--- src/rtl/brick_field_ctrl.sv ---
// Brick wall owner: publishes brick geometry, scans the ball position for overlaps, clears
// struck bricks and keeps score. Optional multi-hit bricks: define BRICK_MULTI_HIT_EN.
module brick_field_ctrl #(
    parameter int unsigned BRICK_X0    = 140,
    parameter int unsigned BRICK_PITCH = 60,
    parameter int unsigned BRICK_Y     = 60,
    parameter int unsigned BRICK_W     = 57,
    parameter int unsigned BRICK_H     = 19,
    parameter int unsigned BALL_SZ     = 20,
    parameter int unsigned SCORE_W     = 8
) (
    input  logic               clk,
    input  logic               rst,
    input  logic               start,
    input  logic [8:0]         ball_x,
    input  logic [8:0]         ball_y,
    output logic [53:0]        brick_x_bus,
    output logic [53:0]        brick_y_bus,
    output logic [5:0]         bricks_exist,
    output logic               hit,
    output logic [2:0]         hit_idx,
    output logic [SCORE_W-1:0] score,
    output logic               level_clear
);

    typedef enum logic [1:0] {StIdle, StWait, StScan, StCleared} state_e;

    state_e             state_q, state_d;
    logic [5:0]         bricks_q, bricks_d;
    logic               hit_q, hit_d;
    logic [2:0]         hit_idx_q, hit_idx_d;
    logic [SCORE_W-1:0] score_q, score_d;
    logic [8:0]         last_x_q, last_x_d;
    logic [8:0]         last_y_q, last_y_d;
    logic               block_valid_q, block_valid_d;
    logic [2:0]         block_idx_q, block_idx_d;
    logic [2:0]         idx_q, idx_d;
    logic               found_q, found_d;
`ifdef BRICK_MULTI_HIT_EN
    logic [5:0][1:0]    health_q, health_d;
`endif

    logic [9:0] bx, by, xi, yi;
    logic       overlap, eligible, load, kill;

    always_comb begin
        for (int i = 0; i < 6; i++) begin
            brick_x_bus[9*i +: 9] = 9'(BRICK_X0 + 32'(i) * BRICK_PITCH);
            brick_y_bus[9*i +: 9] = 9'(BRICK_Y);
        end
    end

    // 10-bit sums so positions near 511 never wrap into a false overlap
    always_comb begin
        bx       = {1'b0, last_x_q};
        by       = {1'b0, last_y_q};
        xi       = 10'(BRICK_X0 + 32'(idx_q) * BRICK_PITCH);
        yi       = 10'(BRICK_Y);
        overlap  = (bx <= xi + 10'(BRICK_W)) && (bx + 10'(BALL_SZ) >= xi) &&
                   (by <= yi + 10'(BRICK_H)) && (by + 10'(BALL_SZ) >= yi);
        eligible = bricks_q[idx_q] && overlap && !(block_valid_q && block_idx_q == idx_q);
        load     = start && (state_q != StScan);
    end

    always_comb begin
        state_d       = state_q;
        bricks_d      = bricks_q;
        hit_d         = 1'b0;
        hit_idx_d     = hit_idx_q;
        score_d       = score_q;
        last_x_d      = last_x_q;
        last_y_d      = last_y_q;
        block_valid_d = block_valid_q;
        block_idx_d   = block_idx_q;
        idx_d         = idx_q;
        found_d       = found_q;
        kill          = 1'b0;
`ifdef BRICK_MULTI_HIT_EN
        health_d      = health_q;
`endif
        if (load) begin
            bricks_d      = 6'h3F;
            score_d       = '0;
            last_x_d      = ball_x;
            last_y_d      = ball_y;
            block_valid_d = 1'b0;
`ifdef BRICK_MULTI_HIT_EN
            for (int i = 0; i < 6; i++) health_d[i] = 2'd2;
`endif
            state_d       = StWait;
        end else begin
            case (state_q)
                StWait: begin
                    if ({ball_x, ball_y} != {last_x_q, last_y_q}) begin
                        last_x_d = ball_x;
                        last_y_d = ball_y;
                        idx_d    = 3'd0;
                        found_d  = 1'b0;
                        state_d  = StScan;
                    end
                end
                StScan: begin
                    // The block only lifts once the ball has left the brick it last hit
                    if (block_valid_q && block_idx_q == idx_q && !overlap) block_valid_d = 1'b0;
                    if (eligible && !found_q) begin
                        hit_d         = 1'b1;
                        hit_idx_d     = idx_q;
                        found_d       = 1'b1;
                        block_idx_d   = idx_q;
                        block_valid_d = 1'b1;
`ifdef BRICK_MULTI_HIT_EN
                        health_d[idx_q] = health_q[idx_q] - 2'd1;
                        kill            = (health_q[idx_q] == 2'd1);
`else
                        kill            = 1'b1;
`endif
                    end
                    if (kill) begin
                        bricks_d[idx_q] = 1'b0;
                        if (score_q != '1) score_d = score_q + 1'b1;
                    end
                    if (idx_q == 3'd5) begin
                        state_d = (bricks_d == 6'h00) ? StCleared : StWait;
                    end else begin
                        idx_d = idx_q + 3'd1;
                    end
                end
                default: ;
            endcase
        end
    end

    always_ff @(posedge clk or negedge rst) begin
        if (!rst) begin
            state_q       <= StIdle;
            bricks_q      <= '0;
            hit_q         <= 1'b0;
            hit_idx_q     <= '0;
            score_q       <= '0;
            last_x_q      <= '0;
            last_y_q      <= '0;
            block_valid_q <= 1'b0;
            block_idx_q   <= '0;
            idx_q         <= '0;
            found_q       <= 1'b0;
`ifdef BRICK_MULTI_HIT_EN
            health_q      <= '0;
`endif
        end else begin
            state_q       <= state_d;
            bricks_q      <= bricks_d;
            hit_q         <= hit_d;
            hit_idx_q     <= hit_idx_d;
            score_q       <= score_d;
            last_x_q      <= last_x_d;
            last_y_q      <= last_y_d;
            block_valid_q <= block_valid_d;
            block_idx_q   <= block_idx_d;
            idx_q         <= idx_d;
            found_q       <= found_d;
`ifdef BRICK_MULTI_HIT_EN
            health_q      <= health_d;
`endif
        end
    end

    assign bricks_exist = bricks_q;
    assign hit          = hit_q;
    assign hit_idx      = hit_idx_q;
    assign score        = score_q;
    assign level_clear  = (state_q == StCleared);

endmodule

--- config.mk ---
export PLATFORM = sky130hd
export DESIGN_NAME = brick_field_ctrl
export DESIGN_NICKNAME = d
export VERILOG_FILES = /design/src/rtl/brick_field_ctrl.sv
export SDC_FILE = /design/constraint.sdc
export NUM_CORES = 1
export LEC_CHECK = 0
export CAP_MARGIN = 20
export CORE_UTILIZATION = 40
export DETAILED_ROUTE_END_ITERATION = 12
export PLACE_DENSITY = 0.81
export SETUP_SLACK_MARGIN = 0.3
export SYNTH_ARGS = -nofsm -noshare
export SYNTH_HDL_FRONTEND = slang
export SYNTH_SLANG_ARGS = --single-unit
--- constraint.sdc ---
create_clock -name clk -period 7.8 [get_ports clk]
set_input_delay 1.17 -clock clk [delete_from_list [all_inputs] [get_ports clk]]
set_output_delay 1.17 -clock clk [all_outputs]
set_load 0.05 [all_outputs]
[Word-level counts from Yosys, hierarchy flattened]
Index checks and enable logic that the tools add are counted.
Word-level totals
  register bits after elaboration: 43
  word-level logic and storage cells: 107
Operators by class
  $add $sub $neg: 6
  $mul: 1
  order comparisons: 6
  eq/ne operators: 13
  mux-type cells: 39
  bitwise operators: 3
  reduce and logical (&&, ||, !) cells: 29
Operator list (count)
  $mux W9: 6
  $mux W8: 4
  $mux W6: 5
  $add A9 B5 Y10 const B: 2
  $ne A18 B18 Y1: 1
  $mux W1: 13
  $reduce_bool A2 Y1: 6
  $add A10 B6 Y10 const B: 1
  $add A8 B9 Y10 const A: 1
  $ge A10 B10 Y1: 1
  $ge A10 B6 Y1 const B: 1
  $le A9 B10 Y1: 1
  $logic_and A1 B1 Y1: 10
  $le A9 B7 Y1 const B: 1
  $reduce_and A3 Y1: 3
  $add A8 B1 Y8 const B: 1
  $mux W2: 4
  $ne A2 B2 Y1 const B: 4
  $ne A8 B8 Y1 const B: 1
  $reduce_and A4 Y1: 2
  $mul A3 B4 Y7 const B: 1
  $and A6 B6 Y6: 1
  $logic_not A6 Y1: 1
  $mux W3: 2
  18 further kinds: 24

[Logic depth before layout (Yosys ltp)]
Gate-level depths: netlist of run 1.
  word-level depth: 21
  gate-level depth with buffers: 21

[Least setup slack after synthesis of run 1]
OpenSTA, ideal clock, no wires.
  path type: flip-flop to flip-flop
  start point: register idx_q[0]
  end point: register score_q[5], in the netlist score[5]
  setup time: 0.078 ns
  data arrival time: 5.342 ns
  required time: 7.722 ns
  path slack: 2.380 ns
  cell stages (with the launch flop): 20
  path buffers: 2
  path through: dfrtp_1 buf_6 clkbuf_1 inv_1 fa_1 inv_1 ha_1 inv_1 fa_1 nor3b_1 xnor2_1 a311oi_1 xor2_1 ha_1 and4b_1 a311oi_1 o21ai_1 or4_4 or4_1 a21oi_1
On the way
  cells in the longest elaborated chain, start to end: 15
RTL lines
  start: declaration: RTL line 37  | logic [2:0] idx_q, idx_d;
  start signal: assignment: RTL line 159  | idx_q <= idx_d;
  $mul A3 B4 Y7: RTL line 57  | xi = 10'(BRICK_X0 + 32'(idx_q) * BRICK_PITCH);
  $add A8 B9 Y10: RTL line 57
  $add A10 B6 Y10: RTL line 59  | overlap = (bx <= xi + 10'(BRICK_W)) && (bx + 10'(BALL_SZ) >= xi) &&
  $le A9 B10 Y1: RTL line 59
  $logic_and A1 B1 Y1 (2 in series): RTL line 59
  $logic_and A1 B1 Y1: RTL line 60  | (by <= yi + 10'(BRICK_H)) && (by + 10'(BALL_SZ) >= yi);
  $logic_and A1 B1 Y1: RTL line 61  | eligible = bricks_q[idx_q] && overlap && !(block_valid_q && block_idx_q == idx_q);
  $logic_and A1 B1 Y1 (*): RTL line 61
  $logic_and A1 B1 Y1 (*): RTL line 105  | if (eligible && !found_q) begin
  $mux W1 (*): RTL line 105
  $mux W1 (*): RTL line 92  | case (state_q)
  $mux W1 (*): RTL line 81  | if (load) begin
  $reduce_bool A2 Y1 (no source line) (*)
  $reduce_and A3 Y1 (no source line) (*)
  end signal: assignment: RTL line 154  | score_q <= score_d;
  end: declaration: RTL line 32  | logic [SCORE_W-1:0] score_q, score_d;
Mark *: on every way between the ends. The rest lies on a longest branch, timed or not. The select of a mux whose other input is x is not followed.
A chain may end at the register's enable or synchronous reset.

[Worst setup path after layout of run 1]
Same ends and word-level chain as after synthesis.

==> results of run 1 <==
## layer usage
metal / share of wire [%] / up-vias / routed length [um]
met5: 0 / - / 0
met4: 1.0 / 0 / 78
met3: 6.2 / 10 / 473
met2: 50 / 119 / 3810
met1: 43 / 1348 / 3310
li1: - / 1324 / -
## power by group through the flow
stage	Clock (uW)	Combinational, uW	Sequential (uW)
2_1_floorplan	0	265	253
3_3_place_gp	0	254	260
3_5_place_dp	0	260	261
4_1_cts	150	262	257
5_1_grt	160	285	260
6_report	148	262	257
## synthesized netlist by cell type, drive strengths merged, types with 2 or more instances
master and number:
o21bai 5, xor2 22, a21oi 17, fa 3
conb 2, and4b 2, o21ai 12, and2 3
inv 15, nand3 6, or4 3, nor2 16
mux2i 2, a311oi 3, nand2b 4, nor4b 2
a41oi 3, nor3b 4, nor3 4, a211oi 4
nor4 6, o31ai 4, xnor2 16, ha 30
clkbuf 3, a31oi 4, a221oi 2, buf 113
and3 3, nand4 9, o41ai 2, nand2 16
mux2 21, dfrtp 43
## flip-flops by register name, summed over array words and instances, names as in the netlist
signal and flops:
last_x_q 9, idx_q 3, bricks_exist 6, block_valid_q 1, last_y_q 9, block_idx_q 3, found_q 1, state_q 2
score 8, hit 1
## through the flow
step	instances	area (um^2)
6_report	589	4160
5_1_grt	589	4160
4_1_cts	589	4160
3_5_place_dp	582	4080
3_3_place_gp	582	4080
2_1_floorplan	525	4380
## critical path, stage by stage, from the launching register on
cell	delay [ps]
dfrtp_1	890
inv_1	290
fa_1	660
inv_1	90
ha_1	230
inv_1	70
fa_1	460
nor3b_1	330
xnor2_1	200
a311oi_1	360
xor2_1	190
ha_1	260
and4b_1	220
a311oi_1	260
o21ai_1	190
or4_4	650
or4_1	530
a21oi_1	150
## area by class of cell
cell class,instances,area [um^2],area share (%)
clock buffers,6,82.6,1.98
clock inverters,1,5.00,0.120
inverters,16,60.1,1.44
multi-input cells,350,2380,57.2
flip-flops and latches,43,1080,25.8
well taps,133,166,4.00
repair buffers,40,393,9.44
## kinds of logic (layout without fill, tap and decap cells)
group / Yosys count / count (layout) / share of synthesized area (%)
compound gates: 65 / 65 / 11.7
other cells: 2 / 108 / 0.189
buf+inv: 132 / 63 / 23.1
xor+xnor: 38 / 38 / 8.37
mux: 24 / 24 / 7.01
flops: 43 / 43 / 27.1
fa+ha+maj: 33 / 33 / 10.9
simple gates: 82 / 82 / 11.6
## worst max path at each step
stage	startpoint	to	slack, ps	cells after the start
detailed placement	idx_q[0]	score[7]	1700	17
global placement	idx_q[0]	score[5]	1980	17
global route	idx_q[0]	score[7]	1130	17
floorplan	idx_q[0]	score[5]	2380	19
CTS	idx_q[0]	score[5]	1680	17
finish	idx_q[0]	score[5]	1670	17
==> flow_metrics.py, run 1 <==
metrics = {
    "floorplan": {
        "die_height_um": 102,
        "start_util_pct": 41.1,
        "io_pins": 148,
        "die-width_um": 102,
        "die-area_um2": 10300,
        "core_um2": 9680,
        "row_count": 36,
    },
    "clock_network": {
        "cts_resized": 0,
        "cts_max_level": 2,
        "ctsHoldBuffers": 0,
        "cts_buffers": 5,
        "cts_buffer_depth": 2,
        "worstSkewPairLatency_ps": 300,
        "cts_root_buf": "clkbuf_8",
        "cts_setup_buffers": 0,
        "cts_tree": "yes",
        "clock_sinks": 43,
        "clkTransAtPathRegs_ps": 80,
    },
    "worst_hold_path": {
        "hp-start": "last_y_q[0]",
        "min_to": "last_y_q[0]",
        "holdPathStages": 1,
        "hold_path.class": "reg -> reg",
    },
    "global_routing": {
        "grt_busiest_layer": "met2",
        "grt_pass1_vias": 2618,
        "use_met2_pct": 27.1,
        "grt_util_met1_pct": 20.0,
        "gr-total-overflow": 0,
        "track_usage_pct": 15.8,
        "grt_max_degree": 44,
        "antenna_found_initial": 0,
        "use_met3_pct": 3.45,
        "grt_pass1_wl_mm": 12.7,
    },
    "power": {
        "cellPowerDensity_nw_per_um2": 160,
        "p_total_uw": 667,
        "p_int_uw": 375,
        "clkPwrFrac_pct": 22.2,
        "leakagePower_uw": 0.00187,
        "p_switching_uw": 292,
        "vdd_drop_max_mv": 0.0686,
        "seq_power_share_pct": 38.5,
        "power_frac_comb_pct": 39.3,
        "netSwitchingFraction_pct": 43.8,
    },
    "sta": {
        "slew-limit-headroom_pct": 34.1,
        "setup_violations": 0,
        "fmax_ghz": 0.163,
        "setup_slack_ps": 1670,
        "finalMaxSlewViolations": 0,
        "rsz0062_at_grt": "no",
        "hold_ws_ps": 515,
        "skew_ps": 9.90,
        "finalHoldViolations": 0,
        "setup-tns-final_ps": 0,
        "tightest_slew_ps": 989,
        "period_share_pct": 78.6,
        "finalCriticalPeriod_ps": 6130,
    },
    "place": {
        "gp_congestion": 0.907,
        "dp_slack_ps": 1700,
        "io_buffers": 39,
        "dpl.hpwl_mm": 5.96,
    },
    "synth": {
        "synth_edf_count": 0,
        "synthCells": 419,
        "syn-cell-area_um2": 3980,
        "synth_cell_types": 58,
        "ys_ff_latch": 43,
        "synth.avg_cell_area_um2": 9.49,
        "ys_seq_area_share_pct": 27.1,
        "yosys.area.top_type": "dfrtp_1",
        "synth_flop_cell": "dfrtp_1",
        "yosysWarnings": 0,
        "synth_top_area_share_pct": 27.1,
        "async_flop_share_pct": 100,
        "synthTopCellsByArea": "dfrtp_1 (27%), buf_4 (20%), ha_1 (9.4%)",
    },
    "finish": {
        "final_cell_mix": "conb_1 (108), dfrtp_1 (43), clkdlybuf4s50_1 (38)",
        "area_growth_pct": 4.66,
        "n_antenna_cell": 0,
        "layout_commonest_cell": "conb_1",
        "fillers": 926,
        "drive_above_1_share_pct": 7.89,
        "nets": 510,
        "fin_util_pct": 43.0,
    },
    "routing": {
        "first_pass_iters": 6,
        "wirelength_mm": 7.67,
        "routed_via_density": 4.76,
        "vias": 2801,
        "drt_iter0_drc": 111,
        "drc_errors": 0,
        "wl_per_cell_um": 13.0,
        "drt.antenna.violating_nets": 0,
    },
    "run": {
        "maxCapViolations": 0,
    },
    "setup_path": {
        "required_ps": 8030,
        "crit_type": "reg -> reg",
        "r2r-start": "idx_q[0]",
        "reg2reg_depth": 17,
        "critical_path_arrival_ps": 6360,
        "endpoint_kind": "register",
        "crit_path_start_kind": "register",
        "r2r-end": "score[5]",
        "regToRegSetupSlack_ps": 1670,
        "crit_fanout": 22,
    },
    "status": {
        "status": "finished, final reports clean",
    },
}
Power figures use the tool's default switching activity.
==> run 2: changes to the inputs <==
==> constraint.sdc (replaced) <==
create_clock -name clk -period 5.85 [get_ports clk]
set_input_delay 0.8775 -clock clk [delete_from_list [all_inputs] [get_ports clk]]
set_output_delay 0.8775 -clock clk [all_outputs]
set_load 0.05 [all_outputs]
==> flow_metrics.py, run 2 (synthesis gave the netlist of run 1 again) <==
metrics = {
    "status": {
        "status": "finished, final reports clean",
    },
    "clock_network": {
        "cts_tree": "yes",
        "cts_buffers": 5,
        "cts_max_level": 2,
        "cts_buffer_depth": 2,
        "ctsHoldBuffers": 0,
        "cts_root_buf": "clkbuf_8",
        "worstSkewPairLatency_ps": 300,
        "clock_sinks": 43,
        "clkTransAtPathRegs_ps": 80,
    },
    "finish": {
        "fin_util_pct": 44.5,
        "n_antenna_cell": 0,
        "drive_above_1_share_pct": 12.3,
        "final_cell_mix": "conb_1 (108), dfrtp_1 (41), clkdlybuf4s50_1 (38)",
        "nets": 523,
        "area_growth_pct": 8.43,
        "layout_commonest_cell": "conb_1",
    },
    "setup_path": {
        "regToRegSetupSlack_ps": 560,
        "crit_fanout": 12,
        "critical_path_arrival_ps": 5510,
        "crit_path_start_kind": "register",
        "endpoint_kind": "register",
        "critPathLaunch": "idx_q[2]",
        "crit_type": "reg -> reg",
        "required_ps": 6070,
        "reg2reg_depth": 17,
        "r2r-start": "idx_q[2]",
        "r2r-end": "score[7]",
    },
    "floorplan": {
        "row_count": 36,
        "die-width_um": 102,
        "core_um2": 9680,
        "start_util_pct": 41.1,
        "io_pins": 148,
        "die-area_um2": 10300,
        "die_height_um": 102,
    },
    "worst_hold_path": {
        "hold_path.class": "reg -> reg",
        "holdPathStages": 1,
        "min_to": "last_y_q[0]",
        "hp-start": "last_y_q[0]",
    },
    "place": {
        "dpl.hpwl_mm": 6.01,
        "gp_congestion": 0.881,
        "io_buffers": 39,
    },
    "global_routing": {
        "grt_pass1_wl_mm": 13.0,
        "grt_util_met1_pct": 19.1,
        "grt_max_degree": 44,
        "use_met3_pct": 2.76,
        "track_usage_pct": 16.0,
        "use_met2_pct": 27.5,
        "gr-total-overflow": 0,
        "grt_busiest_layer": "met2",
        "grt_pass1_vias": 2764,
        "antenna_found_initial": 0,
    },
    "routing": {
        "drc_errors": 0,
        "wl_per_cell_um": 13.4,
        "vias": 2894,
        "drt.antenna.violating_nets": 0,
        "routed_via_density": 4.80,
        "wirelength_mm": 8.05,
        "first_pass_iters": 4,
        "drt_iter0_drc": 118,
    },
    "power": {
        "p_int_uw": 518,
        "power_frac_comb_pct": 40.0,
        "netSwitchingFraction_pct": 43.2,
        "seq_power_share_pct": 36.8,
        "leakagePower_uw": 0.00194,
        "cellPowerDensity_nw_per_um2": 211,
        "clkPwrFrac_pct": 23.2,
        "p_switching_uw": 394,
        "vdd_drop_max_mv": 0.107,
    },
    "run": {
        "maxCapViolations": 0,
    },
    "sta": {
        "setup-tns-final_ps": 0,
        "tightest_slew_ps": 971,
        "hold_ws_ps": 521,
        "period_share_pct": 90.4,
        "skew_ps": 9.33,
        "finalCriticalPeriod_ps": 5290,
        "slew-limit-headroom_pct": 35.2,
        "finalMaxSlewViolations": 0,
        "finalHoldViolations": 0,
        "fmax_ghz": 0.189,
        "rsz0062_at_grt": "no",
        "setup_violations": 0,
    },
}
## run 2: how the worst max path moves through the flow
stage,cells past startpoint,to,slack (ps)
global placement,17,score[5],470
floorplan,19,score[5],430
detailed placement,17,score[5],180
finish,17,score[7],560
global route,17,score[7],220
CTS,18,score[7],310
## run 2: critical path, cell delays in order (launching register included)
cell        delay [ps]
dfrtp_2            450
clkinvlp_4         170
fa_1               560
inv_1               90
ha_1               230
inv_1               70
fa_1               460
nor3b_2            260
xnor2_1            200
a311oi_2           330
xor2_1             190
ha_1               260
and4b_1            220
a311oi_1           310
o21ai_2            140
or4_4              580
or4_1              520
a21oi_1            150
## run 2: per-layer routing
layer / vias up / part of all wire (%) / wire length [um]
li1: 1346 / - / -
met1: 1372 / 41 / 3270
met2: 153 / 49 / 3980
met3: 23 / 7.2 / 582
met4: 0 / 2.8 / 223
met5: - / 0 / 0
## run 2: repair_timing
action,4_1_cts,5_1_grt
pin swaps,0,1
gates resized for setup,4,5
setup endpoints to repair,6,10
setup buffers,1,10
## run 2: final cells by class
| type | instances | area (um^2) |
|---|---|---|
| repair buffers | 53 | 490 |
| multi-input cells | 350 | 2410 |
| well taps | 133 | 166 |
| fillers | 884 | 5370 |
| inverters | 16 | 67.6 |
| flip-flops and latches | 43 | 1080 |
| clock buffers | 8 | 100 |
## run 2: stage by stage
stage	instances	power, uW	setup WS [ps]	area (um^2)
after CTS	593	910	311	4210
after floorplan	525	690	430	4380
final	603	911	561	4310
after detailed placement	584	697	176	4090
after global placement	584	686	468	4090
after global routing	603	962	225	4310
## run 2: power groups by stage
stage               logic [uW]  registers, uW  clock network, uW
CTS                        358            336                216
global route               397            339                227
global placement           346            340                  0
detailed placement         355            342                  0
floorplan                  353            337                  0
finish                     364            335                212
